$ cat src/rtl/stopwatch_counter.sv
// MM:SS stopwatch held as four BCD digits, advanced by edges of the divider's
// 1 Hz / 2 Hz square waves; supports run/pause, clear and a per-field adjust mode.
module stopwatch_counter #(
    parameter int MIN_LIMIT = 59,
    parameter int SEC_LIMIT = 59
) (
    input  logic       clk,
    input  logic       rst_n,
    input  logic       clk_1hz,
    input  logic       clk_2hz,
    input  logic       pause_p,
    input  logic       clear_p,
    input  logic       adj,
    input  logic       sel,
    output logic [3:0] min_tens,
    output logic [3:0] min_ones,
    output logic [3:0] sec_tens,
    output logic [3:0] sec_ones,
    output logic [1:0] blank,
    output logic       running,
    output logic       wrap_p
);

    localparam logic [3:0] MIN_LIM_T = 4'(MIN_LIMIT / 10);
    localparam logic [3:0] MIN_LIM_O = 4'(MIN_LIMIT % 10);
    localparam logic [3:0] SEC_LIM_T = 4'(SEC_LIMIT / 10);
    localparam logic [3:0] SEC_LIM_O = 4'(SEC_LIMIT % 10);

    typedef enum logic [1:0] {
        ST_RUN    = 2'd0,
        ST_PAUSED = 2'd1,
        ST_ADJUST = 2'd2
    } state_t;

    state_t     state;
    state_t     state_nxt;
    logic       saved_run;
    logic       saved_run_nxt;
    logic       prev_1hz;
    logic       prev_2hz;
    logic       sel_prev;
    logic       tick1;
    logic       tick2;
    logic [8:0] sec_inc;
    logic [8:0] min_inc;
    logic [3:0] min_tens_nxt;
    logic [3:0] min_ones_nxt;
    logic [3:0] sec_tens_nxt;
    logic [3:0] sec_ones_nxt;
    logic [1:0] blank_nxt;
    logic       wrap_nxt;

    // Two-digit BCD increment against a BCD limit; result is {wrapped, tens, ones}.
    // Anything at or above the limit wraps, so the field can never escape 0..limit.
    function automatic logic [8:0] bcd_inc(input logic [3:0] tens,
                                           input logic [3:0] ones,
                                           input logic [3:0] lim_t,
                                           input logic [3:0] lim_o);
        logic [8:0] r;
        if ((tens > lim_t) || ((tens == lim_t) && (ones >= lim_o))) begin
            r = {1'b1, 4'd0, 4'd0};
        end else if (ones >= 4'd9) begin
            r = {1'b0, tens + 4'd1, 4'd0};
        end else begin
            r = {1'b0, tens, ones + 4'd1};
        end
        return r;
    endfunction

    assign tick1   = clk_1hz & ~prev_1hz;
    assign tick2   = clk_2hz & ~prev_2hz;
    assign sec_inc = bcd_inc(sec_tens, sec_ones, SEC_LIM_T, SEC_LIM_O);
    assign min_inc = bcd_inc(min_tens, min_ones, MIN_LIM_T, MIN_LIM_O);
    assign running = (state == ST_RUN);

    always_comb begin
        state_nxt     = state;
        saved_run_nxt = saved_run;
        case (state)
            ST_RUN: begin
                if (adj) begin
                    state_nxt     = ST_ADJUST;
                    saved_run_nxt = 1'b1;
                end else if (pause_p) begin
                    state_nxt = ST_PAUSED;
                end
            end
            ST_PAUSED: begin
                if (adj) begin
                    state_nxt     = ST_ADJUST;
                    saved_run_nxt = 1'b0;
                end else if (pause_p) begin
                    state_nxt = ST_RUN;
                end
            end
            ST_ADJUST: begin
                if (!adj) begin
                    state_nxt = saved_run ? ST_RUN : ST_PAUSED;
                end
            end
            default: state_nxt = ST_RUN;
        endcase
    end

    always_comb begin
        min_tens_nxt = min_tens;
        min_ones_nxt = min_ones;
        sec_tens_nxt = sec_tens;
        sec_ones_nxt = sec_ones;
        wrap_nxt     = 1'b0;
        blank_nxt    = 2'b00;

        // Blink mask only lives while we stay in adjust, so it is already 00 on exit.
        if ((state == ST_ADJUST) && (state_nxt == ST_ADJUST)) begin
            blank_nxt = blank;
            if (sel != sel_prev) begin
                blank_nxt = 2'b00;
            end else if (tick2) begin
                blank_nxt = sel ? {~blank[1], 1'b0} : {1'b0, ~blank[0]};
            end
        end

        if (clear_p) begin
            min_tens_nxt = 4'd0;
            min_ones_nxt = 4'd0;
            sec_tens_nxt = 4'd0;
            sec_ones_nxt = 4'd0;
        end else if ((state == ST_RUN) && tick1) begin
            sec_tens_nxt = sec_inc[7:4];
            sec_ones_nxt = sec_inc[3:0];
            if (sec_inc[8]) begin
                min_tens_nxt = min_inc[7:4];
                min_ones_nxt = min_inc[3:0];
                wrap_nxt     = min_inc[8];
            end
        end else if ((state == ST_ADJUST) && tick2) begin
            // Adjust wraps each field on its own, with no carry between them.
            if (sel) begin
                min_tens_nxt = min_inc[7:4];
                min_ones_nxt = min_inc[3:0];
            end else begin
                sec_tens_nxt = sec_inc[7:4];
                sec_ones_nxt = sec_inc[3:0];
            end
        end
    end

    always_ff @(posedge clk or negedge rst_n) begin
        if (!rst_n) begin
            state     <= ST_RUN;
            saved_run <= 1'b1;
            prev_1hz  <= 1'b1;
            prev_2hz  <= 1'b1;
            sel_prev  <= 1'b0;
            min_tens  <= 4'd0;
            min_ones  <= 4'd0;
            sec_tens  <= 4'd0;
            sec_ones  <= 4'd0;
            blank     <= 2'b00;
            wrap_p    <= 1'b0;
        end else begin
            state     <= state_nxt;
            saved_run <= saved_run_nxt;
            prev_1hz  <= clk_1hz;
            prev_2hz  <= clk_2hz;
            sel_prev  <= sel;
            min_tens  <= min_tens_nxt;
            min_ones  <= min_ones_nxt;
            sec_tens  <= sec_tens_nxt;
            sec_ones  <= sec_ones_nxt;
            blank     <= blank_nxt;
            wrap_p    <= wrap_nxt;
        end
    end

endmodule
$ cat config.mk
export PLATFORM = sky130hd
export DESIGN_NAME = stopwatch_counter
export DESIGN_NICKNAME = d
export VERILOG_FILES = /design/src/rtl/stopwatch_counter.sv
export SDC_FILE = /design/constraint.sdc
export NUM_CORES = 1
export LEC_CHECK = 0
export ABC_AREA = 1
export BUFFER_PORTS_ARGS = -buffer_cell sky130_fd_sc_hd__buf_2
export CORE_MARGIN = 4
export CORE_UTILIZATION = 30
export CTS_BUF_LIST = sky130_fd_sc_hd__clkbuf_8
export CTS_CLUSTER_SIZE = 24
export DETAILED_ROUTE_END_ITERATION = 7
export GPL_TIMING_DRIVEN = 0
export SLEW_MARGIN = 20
export SYNTH_ARGS = -nofsm -noshare
export SYNTH_HDL_FRONTEND = slang
export SYNTH_SLANG_ARGS = --single-unit
$ cat constraint.sdc
create_clock -name clk -period 2.5 [get_ports clk]
set_input_delay 0.125 -clock clk [delete_from_list [all_inputs] [get_ports clk]]
set_output_delay 0.125 -clock clk [all_outputs]
set_load 0.02 [all_outputs]
Word level (Yosys, flattened, before mapping)
Cells that the tools add are included.

operators by class
  add/sub/neg operators = 4
  $mul = 0
  divide/modulo/power cells = 0
  magnitude comparators = 4
  eq/ne operators = 11
  shift operators = 0
  mux-type cells = 39
  bitwise logic cells = 6
  reduce and logical (&&, ||, !) cells = 14

operators by type and width
  cell                   number
  $mux W4                18
  $mux W2                9
  $mux W9                2
  $add A4 B1 Y4 const B  4
  $mux W8                2
  $eq A4 B3 Y1 const B   2
  $ge A4 B4 Y1 const B   2
  $gt A4 B3 Y1 const B   2
  $mux W1                6
  $ne A3 B2 Y1 const B   2
  $pmux W2 S3            1
  $reduce_and A3 Y1      2
  $reduce_bool A3 Y1     2
  $logic_and A1 B1 Y1    5
  $eq A2 B2 Y1 const B   2
  $ne A2 B2 Y1 const B   2
  $not A1 Y1             4
  $ne A3 B3 Y1 const B   1
  $and A1 B1 Y1          2
  $eq A2 B1 Y1 const B   1
  $logic_not A2 Y1       1
  $logic_or A1 B1 Y1     2
  $pmux W1 S2            1
  $reduce_and A2 Y1      1
  2 further kinds        2

word-level totals
  register bits after elaboration = 25
  bits in latches = 0
  RAM bits = 0
  ROM bits = 0
  bits of input ports = 8
  output and inout bits = 20
  word-level logic and storage cells = 89
  memories kept = 0

Longest topological paths before layout
  word-level depth = 8
  depth in mapped cells = 10

Least setup slack after synthesis
OpenSTA, ideal clock, no wires.

  path type = register to register
  from = register min_ones[1]
  to = register min_tens[0]
  library setup time = 117 ps
  arrival time = 1461 ps
  data required time = 2383 ps
  slack = 923 ps
  stages on the path, launching flop included = 11
  path buffers = 0
  period minus slack after synthesis = 1577 ps
  cells stage by stage = dfrtp_1 > inv_1 > ha_1 > inv_1 > nand3_1 > nand3_1 > nand2_1 > nor2_1 > nor2_4 > nand2_1 > nand2_1

on the way
  word-level cells in the longest chain between the ends = 8
  elaborated cells on any way between the ends = 10
  those cells by class = order compare (1); mux (7); reduce/logical (2)

ends and longest elaborated chain
  item                    line    text
  from (decl)             16      output logic [3:0] min_ones,
  from (signal assigned)  168     min_ones <= min_ones_nxt;
  $ge A4 B4 Y1 (*)        60, 62
  $logic_and A1 B1 Y1     60      if ((tens > lim_t) || ((tens == lim_t) && (ones >= lim_o))) begin
  $logic_or A1 B1 Y1      60
  $mux W9 (*)             60
  $mux W4                 138     if (sel) begin
  $mux W4                 136     end else if ((state == ST_ADJUST) && tick2) begin
  $mux W4 (*)             128     end else if ((state == ST_RUN) && tick1) begin
  $mux W4 (*)             123     if (clear_p) begin
  to (signal assigned)    167     min_tens <= min_tens_nxt;
  to (decl)               15      output logic [3:0] min_tens,

Every way passes the cells marked *; elsewhere a longest branch is shown, timed or not. The select of a mux whose other input is x is not followed.
A chain may end at the register's enable or synchronous reset.

Worst setup path in the final report
  from = register min_ones[1]
  to = register min_tens[2]

The elaborated chain is that of the path after synthesis.

==> metrics <==
status finished, final reports clean; register area share after synthesis 41.4%; Die H 79.2 um; grt total ovfl 0; xor/xnor share of the synthesized area between 2 and 2.5%; # nets final between 200 and 300; Hold Crit Class input port to flop; crit path DAT 1.78 ns; WL/cell 10.2 um; Worst-Margin Slew 0.566 ns; layout cells sized above 1 18.1%; CP Launch Type flop; CORE AREA ~0.0048 mm2; PD cells 482 mW/mm2; FP Rows 25; Yosys reg bits 25; detailed placer's ending HPWL ~2400 um; CTS tree yes; final std cells w/o fill 299; via count between 1,000 and 1,500; Final min period around 1.6 ns; Fmax between 600 and 700 MHz; cells after synthesis slightly below 200; final worst-path cycle share 64.8%; unrepaired setup endpoints after global routing false; warnings from Yosys 0; first-pass GRT wire length about 5500 um; CP max stage delay around 0.43 ns; Routed Antenna Nets 0; multiplexer share of the synthesized area 0%; Synth Area in Compound Gates 6.09%; clock root cell clkbuf_8; number of global-route vias before repair 1,248; largest net degree at the start of global routing 26; fill count 533; Max VDD drop 0.193 mV; setup bufs post-CTS 0; Placed Cells 292; top-count cell post-synth nand2_1; GPL Wtd Cong 0.826; Clk Latency, worst-skew pair 0.26 ns; EDFF count, synth 0; relative slew slack just over 60%; die area about 0.0063 mm2; asr flop ratio synth 100%; Crit Path Max Fanout 6; Area growth syn-to-layout 19.3%; final setup TNS 0 ns; crit-path cells inv_1 > ha_1 > inv_1 > nand3_1 > nand3_1 > nand2_1 > nor2_1 > nor2_4 > nand2_1 > nand2_1; Clock Skews 0.00135 ns; clk sink count 25; diode count 0; Static Leakage 0.933 nW; Reg area 629 um2; initial antenna violation count 0; Worst setup EP type flop; Final setup viols 0; clock transition at the registers of the reported paths 0.08 ns; Post-Synth Adder-Cell Area 9.88%; multi-input logic area approximately 760 um2; Yosys top cell area share 36.2%; top post-synthesis cells by count nand2_1, inv_1, dfrtp_1; # DRC 0; Vias per Instance 4.40; most used flip-flop cell after synthesis dfrtp_1; Hold Vio Cnt, Final 0; leading area contributor after synthesis dfrtp_1; largest family of logic cells by synthesized area simple AND/OR/NAND/NOR gates; TritonRoute pass-1 iters 4; Total Power 0.875 mW; Slowest-stage cell, CP dfrtp_1; Synth cell types 26; H-tree depth 1; TritonCTS Buffers 3; Boundary Pins 28; Synth area leaders dfrtp_1, nand2_1, ha_1, inv_1, nand3_1; gr usage total between 10% and 20%; WP data required 2.66 ns; clk buf depth 2; Synth Area in Simple Gates 31.9%; Mapped Area 0.00152 mm2; DRT iter0 DRCs 39; Initial Util between 30% and 40%; Horiz. Die Dim 79.2 um; Post-Syn Nets 218; overall routed net length 3050 um; input/output buffers 27; CP Class flop to flop; Slew Viols, Final 0; most used cell, CP nand2_1; Post-Syn Area per Cell roughly 7.7 um2; Max-Cap Viols 0
[report_power, final]
part | switching [mW] | total (mW) | internal (mW) | leakage [nW]
registers | 0.0285 | 0.460 | 0.432 | 0.329
logic | 0.119 | 0.184 | 0.0652 | 0.577
clock network | 0.121 | 0.231 | 0.110 | 0.0269
[registers in the layout (all words and copies together), names as in the netlist]
register and cells:
sec_tens 4, prev_2hz 1, sec_ones 4, wrap_p 1
blank 2, sel_prev 1, saved_run 1, min_ones 4
state 2, min_tens 4, prev_1hz 1
[final timing paths]
| kind | start | slack [ns] | endpoint | cells past startpoint |
|---|---|---|---|---|
| worst max-delay path | min_ones[1] | 0.88 | min_tens[2] | 10 |
| worst max register to register | min_ones[1] | 0.88 | min_tens[2] | 10 |
| max in group asynchronous | rst_n | 1.74 | prev_1hz | 2 |
| worst min-delay path | sel | 0.02 | sel_prev | 1 |
| worst min register to register | state[0] | 0.48 | saved_run | 1 |
| min in group asynchronous | rst_n | 0.38 | blank[0] | 2 |
[per-stage QoR]
stage          hold slack (ns)  util, %  instance area [um2]  worst slack (ns)
2_1_floorplan           -0.171        -                 1520             0.923
3_3_place_gp             0.165     36.1                 1740             0.874
3_5_place_dp             0.158     36.1                 1740             0.856
4_1_cts                 0.0187     37.7                 1810             0.838
5_1_grt                 0.0158     37.7                 1810             0.710
6_report                0.0216     37.7                 1810             0.880
[what timing repair did]
action | in CTS | in global routing
gates resized for setup | 0 | 0
hold buffers | 3 | 0
endpoints found under the hold margin | 24 | 0
[cell families (layout without fill, tap and decap cells)]
kind of cell               count (synthesis)  after routing
AOI/OAI and AO/OA                         16             16
xor gates and xnor gates                   4              4
adders and majority gates                 12             12
buffers and inverters                     32             66
DFF                                       25             25
and+or+nand+nor                          109            109
[layout by cell type, fill, tap and decap left out, types with 3 or more instances in the layout]
cell type      count
nand2_1           54
nor2_1            20
o21ai_0            5
xnor2_1            3
dfrtp_1           22
buf_2             27
ha_1              12
dfstp_2            3
inv_1             31
nor2_2             3
nand4_1            7
nand3_1           18
clkbuf_8           3
dlygate4sd3_1      3
a21oi_1            4
[worst max-delay path, delay by kind of cell (launching register included)]
kind	cells	cell delay [ns]
AND/OR/NAND/NOR	7	0.78
adder cells (fa/ha/maj)	1	0.18
buffers and inverters	2	0.13
flip-flops	1	0.43
[routing by layer]
layer | global-route usage [%] | wire length, um | part of all wire, %
met4 | 4.12 | 35 | 1.1
met5 | 0 | 0 | 0
met1 | 14.4 | 1550 | 51
met3 | 2.27 | 133 | 4.4
met2 | 16.8 | 1340 | 44
[cell type report]
type	instances	area share, %
Clock inverter	1	0.207
Buffer	1	0.621
Sequential cell	25	34.7
Multi-Input combinational cell	141	42.1
Clock buffer	3	2.28
Inverter	31	6.41
Tap cell	67	4.62
Timing Repair Buffer	30	9.10
Power figures use the tool's default switching activity.
